File: src/rtl/man_pkg.sv
// rtl/man_pkg.sv - shared Manchester link constants, FSM states and response error helper
package man_pkg;

  typedef enum logic [1:0] {IDLE, ARMED, SAMPLE, CHECK} man_state_t;

  localparam logic [2:0] ERR_NONE   = 3'd0;
  localparam logic [2:0] ERR_MAN    = 3'd1;
  localparam logic [2:0] ERR_START  = 3'd2;
  localparam logic [2:0] ERR_PARITY = 3'd3;
  localparam logic [2:0] ERR_END    = 3'd4;

  localparam int RESP_BITS   = 7;
  localparam int MASTER_BITS = 14;

  localparam logic IDLE_LEVEL = 1'b1;

  // bits = {I3, I2, I1, I0, PB, EB}; first matching error in priority order wins
  function automatic logic [2:0] resp_error(input logic man, input logic start,
                                            input logic [5:0] bits);
    if (man) return ERR_MAN;
    if (start) return ERR_START;
    if (bits[1] != ^bits[5:2]) return ERR_PARITY;
    if (!bits[0]) return ERR_END;
    return ERR_NONE;
  endfunction

endpackage

File: src/rtl/man_line_sync.sv
// rtl/man_line_sync.sv - two-flop synchroniser for the response line plus falling-edge detect
module man_line_sync
  import man_pkg::*;
(
  input  logic clk_in,
  input  logic rst,
  input  logic line_in,
  output logic line_s,
  output logic fall
);

  logic sync1_q, sync1_d;
  logic sync2_q, sync2_d;
  logic prev_q, prev_d;

  always_comb begin
    sync1_d = line_in;
    sync2_d = sync1_q;
    prev_d  = sync2_q;
  end

  always_ff @(posedge clk_in or negedge rst) begin
    if (!rst) begin
      sync1_q <= IDLE_LEVEL;
      sync2_q <= IDLE_LEVEL;
      prev_q  <= IDLE_LEVEL;
    end else begin
      sync1_q <= sync1_d;
      sync2_q <= sync2_d;
      prev_q  <= prev_d;
    end
  end

  assign line_s = sync2_q;
  assign fall   = prev_q & ~sync2_q;

endmodule

File: src/rtl/man_decoding_master.sv
// rtl/man_decoding_master.sv - master-side Manchester decoder for the 7-bit slave response
module man_decoding_master
  import man_pkg::*;
#(
  parameter int HALF_BIT_CYC = 150,
  parameter int TIMEOUT_CYC  = 3000
) (
  input  logic       clk_in,
  input  logic       rst,
  input  logic       arm,
  input  logic       line_in,
  output logic       busy,
  output logic       rx_valid,
  output logic [3:0] rx_data,
  output logic       rx_err,
  output logic [2:0] err_code,
  output logic       rx_timeout
);

  localparam int Q         = HALF_BIT_CYC / 2;
  localparam int SW        = $clog2(13 * HALF_BIT_CYC + 1);
  localparam int TW        = $clog2(TIMEOUT_CYC + 1);
  localparam int LAST_HALF = 2 * (RESP_BITS - 1);

  logic line_s, fall;

  man_line_sync u_sync (
    .clk_in  (clk_in),
    .rst     (rst),
    .line_in (line_in),
    .line_s  (line_s),
    .fall    (fall)
  );

  man_state_t    state_q, state_d;
  logic [TW-1:0] tcnt_q, tcnt_d;
  logic [SW-1:0] scnt_q, scnt_d;
  logic [SW-1:0] nxt_q, nxt_d;
  logic [3:0]    hidx_q, hidx_d;
  logic          a_q, a_d;
  logic [4:0]    bits_q, bits_d;
  logic          man_q, man_d;
  logic          start_q, start_d;
  logic          busy_q, busy_d;
  logic          rx_valid_q, rx_valid_d;
  logic          rx_err_q, rx_err_d;
  logic          rx_timeout_q, rx_timeout_d;
  logic [3:0]    rx_data_q, rx_data_d;
  logic [2:0]    err_code_q, err_code_d;

  logic [5:0] full;
  logic       man_fin;
  logic [2:0] code_fin;

  assign full     = {bits_q, line_s};
  assign man_fin  = man_q | (a_q == line_s);
  assign code_fin = resp_error(man_fin, start_q, full);

  always_comb begin
    state_d      = state_q;
    tcnt_d       = tcnt_q;
    scnt_d       = scnt_q;
    nxt_d        = nxt_q;
    hidx_d       = hidx_q;
    a_d          = a_q;
    bits_d       = bits_q;
    man_d        = man_q;
    start_d      = start_q;
    busy_d       = busy_q;
    rx_valid_d   = 1'b0;
    rx_err_d     = 1'b0;
    rx_timeout_d = 1'b0;
    rx_data_d    = rx_data_q;
    err_code_d   = err_code_q;
    case (state_q)
      IDLE: begin
        if (arm) begin
          state_d = ARMED;
          busy_d  = 1'b1;
          tcnt_d  = TW'(1);
        end
      end
      ARMED: begin
        // both counters hold "cycles elapsed since the event", so compares line up with absolute offsets
        if (fall) begin
          state_d = SAMPLE;
          scnt_d  = SW'(1);
          nxt_d   = SW'(Q);
          hidx_d  = 4'd0;
          man_d   = 1'b0;
          start_d = 1'b0;
        end else if (tcnt_q == TW'(TIMEOUT_CYC - 1)) begin
          state_d      = IDLE;
          busy_d       = 1'b0;
          rx_timeout_d = 1'b1;
        end else begin
          tcnt_d = tcnt_q + TW'(1);
        end
      end
      SAMPLE: begin
        scnt_d = scnt_q + SW'(1);
        if (scnt_q == nxt_q) begin
          hidx_d = hidx_q + 4'd1;
          if (hidx_q == 4'd0) begin
            start_d = line_s;
          end else if (hidx_q[0]) begin
            a_d = line_s;
          end else begin
            man_d  = man_fin;
            bits_d = full[4:0];
          end
          if (hidx_q == 4'(LAST_HALF)) begin
            state_d = CHECK;
            if (code_fin == ERR_NONE) begin
              rx_valid_d = 1'b1;
              rx_data_d  = full[5:2];
            end else begin
              rx_err_d   = 1'b1;
              err_code_d = code_fin;
            end
          end else begin
            nxt_d = nxt_q + SW'(HALF_BIT_CYC);
          end
        end
      end
      CHECK: begin
        state_d = IDLE;
        busy_d  = 1'b0;
      end
      default: state_d = IDLE;
    endcase
  end

  always_ff @(posedge clk_in or negedge rst) begin
    if (!rst) begin
      state_q      <= IDLE;
      tcnt_q       <= '0;
      scnt_q       <= '0;
      nxt_q        <= '0;
      hidx_q       <= '0;
      a_q          <= 1'b0;
      bits_q       <= '0;
      man_q        <= 1'b0;
      start_q      <= 1'b0;
      busy_q       <= 1'b0;
      rx_valid_q   <= 1'b0;
      rx_err_q     <= 1'b0;
      rx_timeout_q <= 1'b0;
      rx_data_q    <= '0;
      err_code_q   <= '0;
    end else begin
      state_q      <= state_d;
      tcnt_q       <= tcnt_d;
      scnt_q       <= scnt_d;
      nxt_q        <= nxt_d;
      hidx_q       <= hidx_d;
      a_q          <= a_d;
      bits_q       <= bits_d;
      man_q        <= man_d;
      start_q      <= start_d;
      busy_q       <= busy_d;
      rx_valid_q   <= rx_valid_d;
      rx_err_q     <= rx_err_d;
      rx_timeout_q <= rx_timeout_d;
      rx_data_q    <= rx_data_d;
      err_code_q   <= err_code_d;
    end
  end

  assign busy       = busy_q;
  assign rx_valid   = rx_valid_q;
  assign rx_err     = rx_err_q;
  assign rx_timeout = rx_timeout_q;
  assign rx_data    = rx_data_q;
  assign err_code   = err_code_q;

endmodule

File: config.mk
export PLATFORM = sky130hd
export DESIGN_NAME = man_decoding_master
export DESIGN_NICKNAME = d
export VERILOG_FILES = /design/src/rtl/man_pkg.sv /design/src/rtl/man_line_sync.sv /design/src/rtl/man_decoding_master.sv
export SDC_FILE = /design/constraint.sdc
export NUM_CORES = 1
export LEC_CHECK = 0
export ABC_AREA = 1
export BUFFER_PORTS_ARGS = -buffer_cell sky130_fd_sc_hd__buf_2
export CELL_PAD_IN_SITES_DETAIL_PLACEMENT = 1
export CELL_PAD_IN_SITES_GLOBAL_PLACEMENT = 1
export CORE_MARGIN = 3
export CORE_UTILIZATION = 41
export DETAILED_ROUTE_END_ITERATION = 6
export PLACE_DENSITY = 0.78
export SYNTH_ARGS = -nofsm -noshare
export SYNTH_HDL_FRONTEND = slang
export SYNTH_SLANG_ARGS = --single-unit
File: constraint.sdc
create_clock -name clk_in -period 1.7 [get_ports clk_in]
set_clock_uncertainty 0.1 [all_clocks]
set_input_delay 0.34 -clock clk_in [delete_from_list [all_inputs] [get_ports clk_in]]
set_output_delay 0.34 -clock clk_in [all_outputs]
set_load 0.1 [all_outputs]
==> metrics.md <==
| Metric | Value |
|---|---|
| Status | `finished, violations left` |
| Violated checks | `setup timing` |
| CP Max Fanout | `4` |
| Num CTS Buffers | `9` |
| H-tree levels | `3` |
| Core Footprint | `8340 um^2` |
| Crit path time final | `1.82 ns` |
| Final WS setup | `-0.120 ns` |
| Worst Setup End Kind | `flip-flop` |
| Clock sink count | `62` |
| Buffers on Ports | `14` |
| Most frequent CP cell | `nand2_1` |
| PD cells | `1390 nW/um^2` |
| Total power | `6.93 mW` |
| Logic pwr share | `52.6%` |
| CP arrival | `1.98 ns` |
| Avg Cell Area, Syn | `7.43 um^2` |
| Area delta synth->final | `39.3%` |
| Sequential share of power | `27.5%` |
| CP startpoint | `scnt_q[2]` |
| CP Cell Sequence | `buf_4 > nand3_2 > nor2_4 > nand4_1 > nand3b_1 > nor2_1 > nand2_1 > nand2_1 > inv_1` |
| Cell taking the most area after synthesis | `dfrtp_1` |
| Number of routed nets with antenna violations | `0` |
| Cell variety after synth | `31` |
| Crit path to | `scnt_q[9]` |
| Worst EP required | `1.86 ns` |
| Hold_sp | `arm` |
| Clk slew on worst S/H paths | `0.08 ns` |
| Cell Rows | `33` |
| Leading register cell type out of synthesis | `dfrtp_1` |
| Iteration-0 DRC Markers | `129` |
| HP Class | `input port to flip-flop` |
| Fill count | `1,027` |
| Setup TNS | `-1.14 ns` |
| Internal power | `3.88 mW` |
| CP Launch Type | `flip-flop` |
| CP Buf/Inv Count | `2` |
| Worst path max stage delay | `0.40 ns` |
| GR Util met2 | `42.6%` |
| Drt wl/cell | `19.3 um` |
| Maximum VDD drop | `0.711 mV` |
| WL final | `13.6 mm` |
| Floorplan die width | `99.4 um` |
| Number of diodes | `0` |
| Final hold vios | `0` |
| Placed cell areas | `4230 um^2` |
| Reg2Reg Depth | `9` |
| CTS tree | `done` |
| Most common cell in the netlist | `nand2_1` |
| Die Y | `99.4 um` |
| DRC | `0` |
| Share of cells above drive strength 1 | `37.8%` |
| Period utilization | `107%` |
| Worst Max-Slew Pin Slew | `0.514 ns` |
| Grt ovf | `0` |
| Clk pwr share | `20.0%` |
| Finished Core Util | `59.7%` |
| GR Util met1 | `29.0%` |
| Number of global-route vias before repair | `3,812` |
| Finish-stage setup viols | `23` |
| Max Clk Rate | `0.549 GHz` |
| Syn Inst Count | `481` |
| Clk buf depth | `2` |
| Slew headroom | `65.6%` |
| Synth Warn # | `0` |
| Max_cap viols | `0` |
| Reg2Reg Setup Slack | `-0.12 ns` |
| Crit-path leading delay family | `simple AND/OR/NAND/NOR gates` |
| Initial antenna violation count | `0` |
| Root buf cell | `clkbuf_8` |
| GRT Total Usage | `23.5%` |
| Final GP Congestion | `0.874` |
| Max Slew Vio Count | `0` |
| Post-route cell area | `4980 um^2` |
| Vias after detailed routing | `3,776` |
| Die area | `9880 um^2` |
| Layout Nets | `604` |
| Setup repair after global routing missed its margin | `true` |
| Post-synth ARST share | `100%` |
| Crit Path Class | `flip-flop to flip-flop` |
| Critical path's slowest cell | `dfrtp_1` |
| Leak pwr | `2.55 nW` |
| GR met3 Demand/Resource | `2.73%` |
| Switching share of power | `44.0%` |
| Io pins | `15` |
| Register area share after synthesis | `43.5%` |
| Initial Utilization | `42.9%` |
| Top-area cell type share of the netlist area | `41.3%` |
| Stages on worst setup path | `9` |
| Global-route wire length before repair | `18.6 mm` |
| Yosys reg bits | `62` |
| Largest net degree at the start of global routing | `35` |
| Drt via density | `5.36` |
| 1st-pass router iterations | `4` |
| Final HPWL DP | `7.60 mm` |
| Post-synth EDFFs | `0` |
| Top post-synthesis cells by count | `nand2_1 (159), inv_1 (66), dfrtp_1 (59)` |
| Gr busiest metal | `met2` |
| RR Startpoint | `scnt_q[2]` |
| Syn_nets | `490` |
| Latest clock arrival within the worst-skew pair | `0.37 ns` |
| Psw | `3.05 mW` |
| Reg-to-Reg End | `scnt_q[9]` |
| Main area contributors after synthesis | `dfrtp_1 (41%), nand2_1 (17%), inv_1 (6.9%)` |
| Synthesized area | `3580 um^2` |
## worst min-delay path: cells and delay by family
family	cells	cell delay [ns]
simple gates	3	0.24
buf+inv	1	0.11
## how the worst min path moves through the flow
stage / to / slack (ns) / cells past startpoint
after floorplan: async pin / -0.06 / 0
after global placement: u_sync.line_s / 0.25 / 0
after detailed placement: u_sync.line_s / 0.25 / 0
after CTS: tcnt_q[7] / 0.22 / 4
after global routing: u_sync.line_s / 0.26 / 0
final: tcnt_q[7] / 0.24 / 4
## metrics by stage
step,cells,worst slack (ns),hold slack (ns)
2_1_floorplan,481,0.00650,-0.0556
3_3_place_gp,660,-0.0709,0.246
3_5_place_dp,660,-0.172,0.247
4_1_cts,684,-0.0628,0.224
5_1_grt,705,-0.264,0.262
6_report,705,-0.120,0.240
## cell families (layout without fill, tap and decap cells)
family | Yosys count | count (layout) | share of synthesized area (%)
DFF | 62 | 62 | 43.5
buffers and inverters | 78 | 195 | 8.96
AOI/OAI and AO/OA | 43 | 43 | 7.35
xor gates and xnor gates | 19 | 19 | 4.65
and+or+nand+nor | 274 | 276 | 33.8
adders and majority gates | 5 | 5 | 1.75
## cell type report
type,count,area (um^2),area share (%)
Tap cell,105,131,2.64
Sequential cell,62,1560,31.3
Timing Repair Buffer,108,840,16.9
Clock buffer,10,138,2.76
Multi-Input combinational cell,343,1980,39.8
Inverter,71,269,5.40
Clock inverter,6,61.3,1.23
## layout by cell type, fill, tap and decap left out, types with 9 or more instances in the layout
cell type  instances
xor2_1            12
inv_2             20
buf_4             81
clkbuf_8          10
inv_1             50
nand2_1          138
o21ai_0           16
nand3_2            9
nor2_1            29
buf_6              9
nand3_1           24
nand4_1           15
buf_2             14
nor2_4            10
dfrtp_1           58
nand2_2           23
## what timing repair did
| item | 4_1_cts | 5_1_grt |
|---|---|---|
| endpoints found under the hold margin | 60 | 0 |
| buffers inserted | 5 | 21 |
| hold buffers | 2 | 0 |
| resized for setup | 33 | 67 |
| cloned | 1 | 1 |
| endpoints found under the setup margin | 44 | 48 |
| pin swaps | 13 | 33 |
## flip-flops by register name (all words and copies together) (netlist names), named ones only
register        count
tcnt_q             12
nxt_q              11
scnt_q             11
bits_q              5
hidx_q              4
rx_data             4
err_code            3
a_q                 1
busy                1
man_q               1
rx_err              1
rx_timeout          1
rx_valid            1
start_q             1
state_q             1
u_sync.line_s       1
u_sync.prev_q       1
u_sync.sync1_q      1
## layer usage
metal / vias to the layer above / share of wire [%]
met5: - / 0
met4: 0 / 3.3
met3: 46 / 3.3
met2: 94 / 54
met1: 1893 / 39
li1: 1743 / -
## power groups by stage
stage,sequential [mW],clock (mW),combinational (mW)
floorplan,2.00,0,1.48
global placement,1.87,0,2.65
detailed placement,1.90,0,2.76
CTS,1.86,1.37,3.09
global route,1.92,1.47,3.95
finish,1.90,1.38,3.64
No activity file was read; power rests on OpenSTA's default activity.
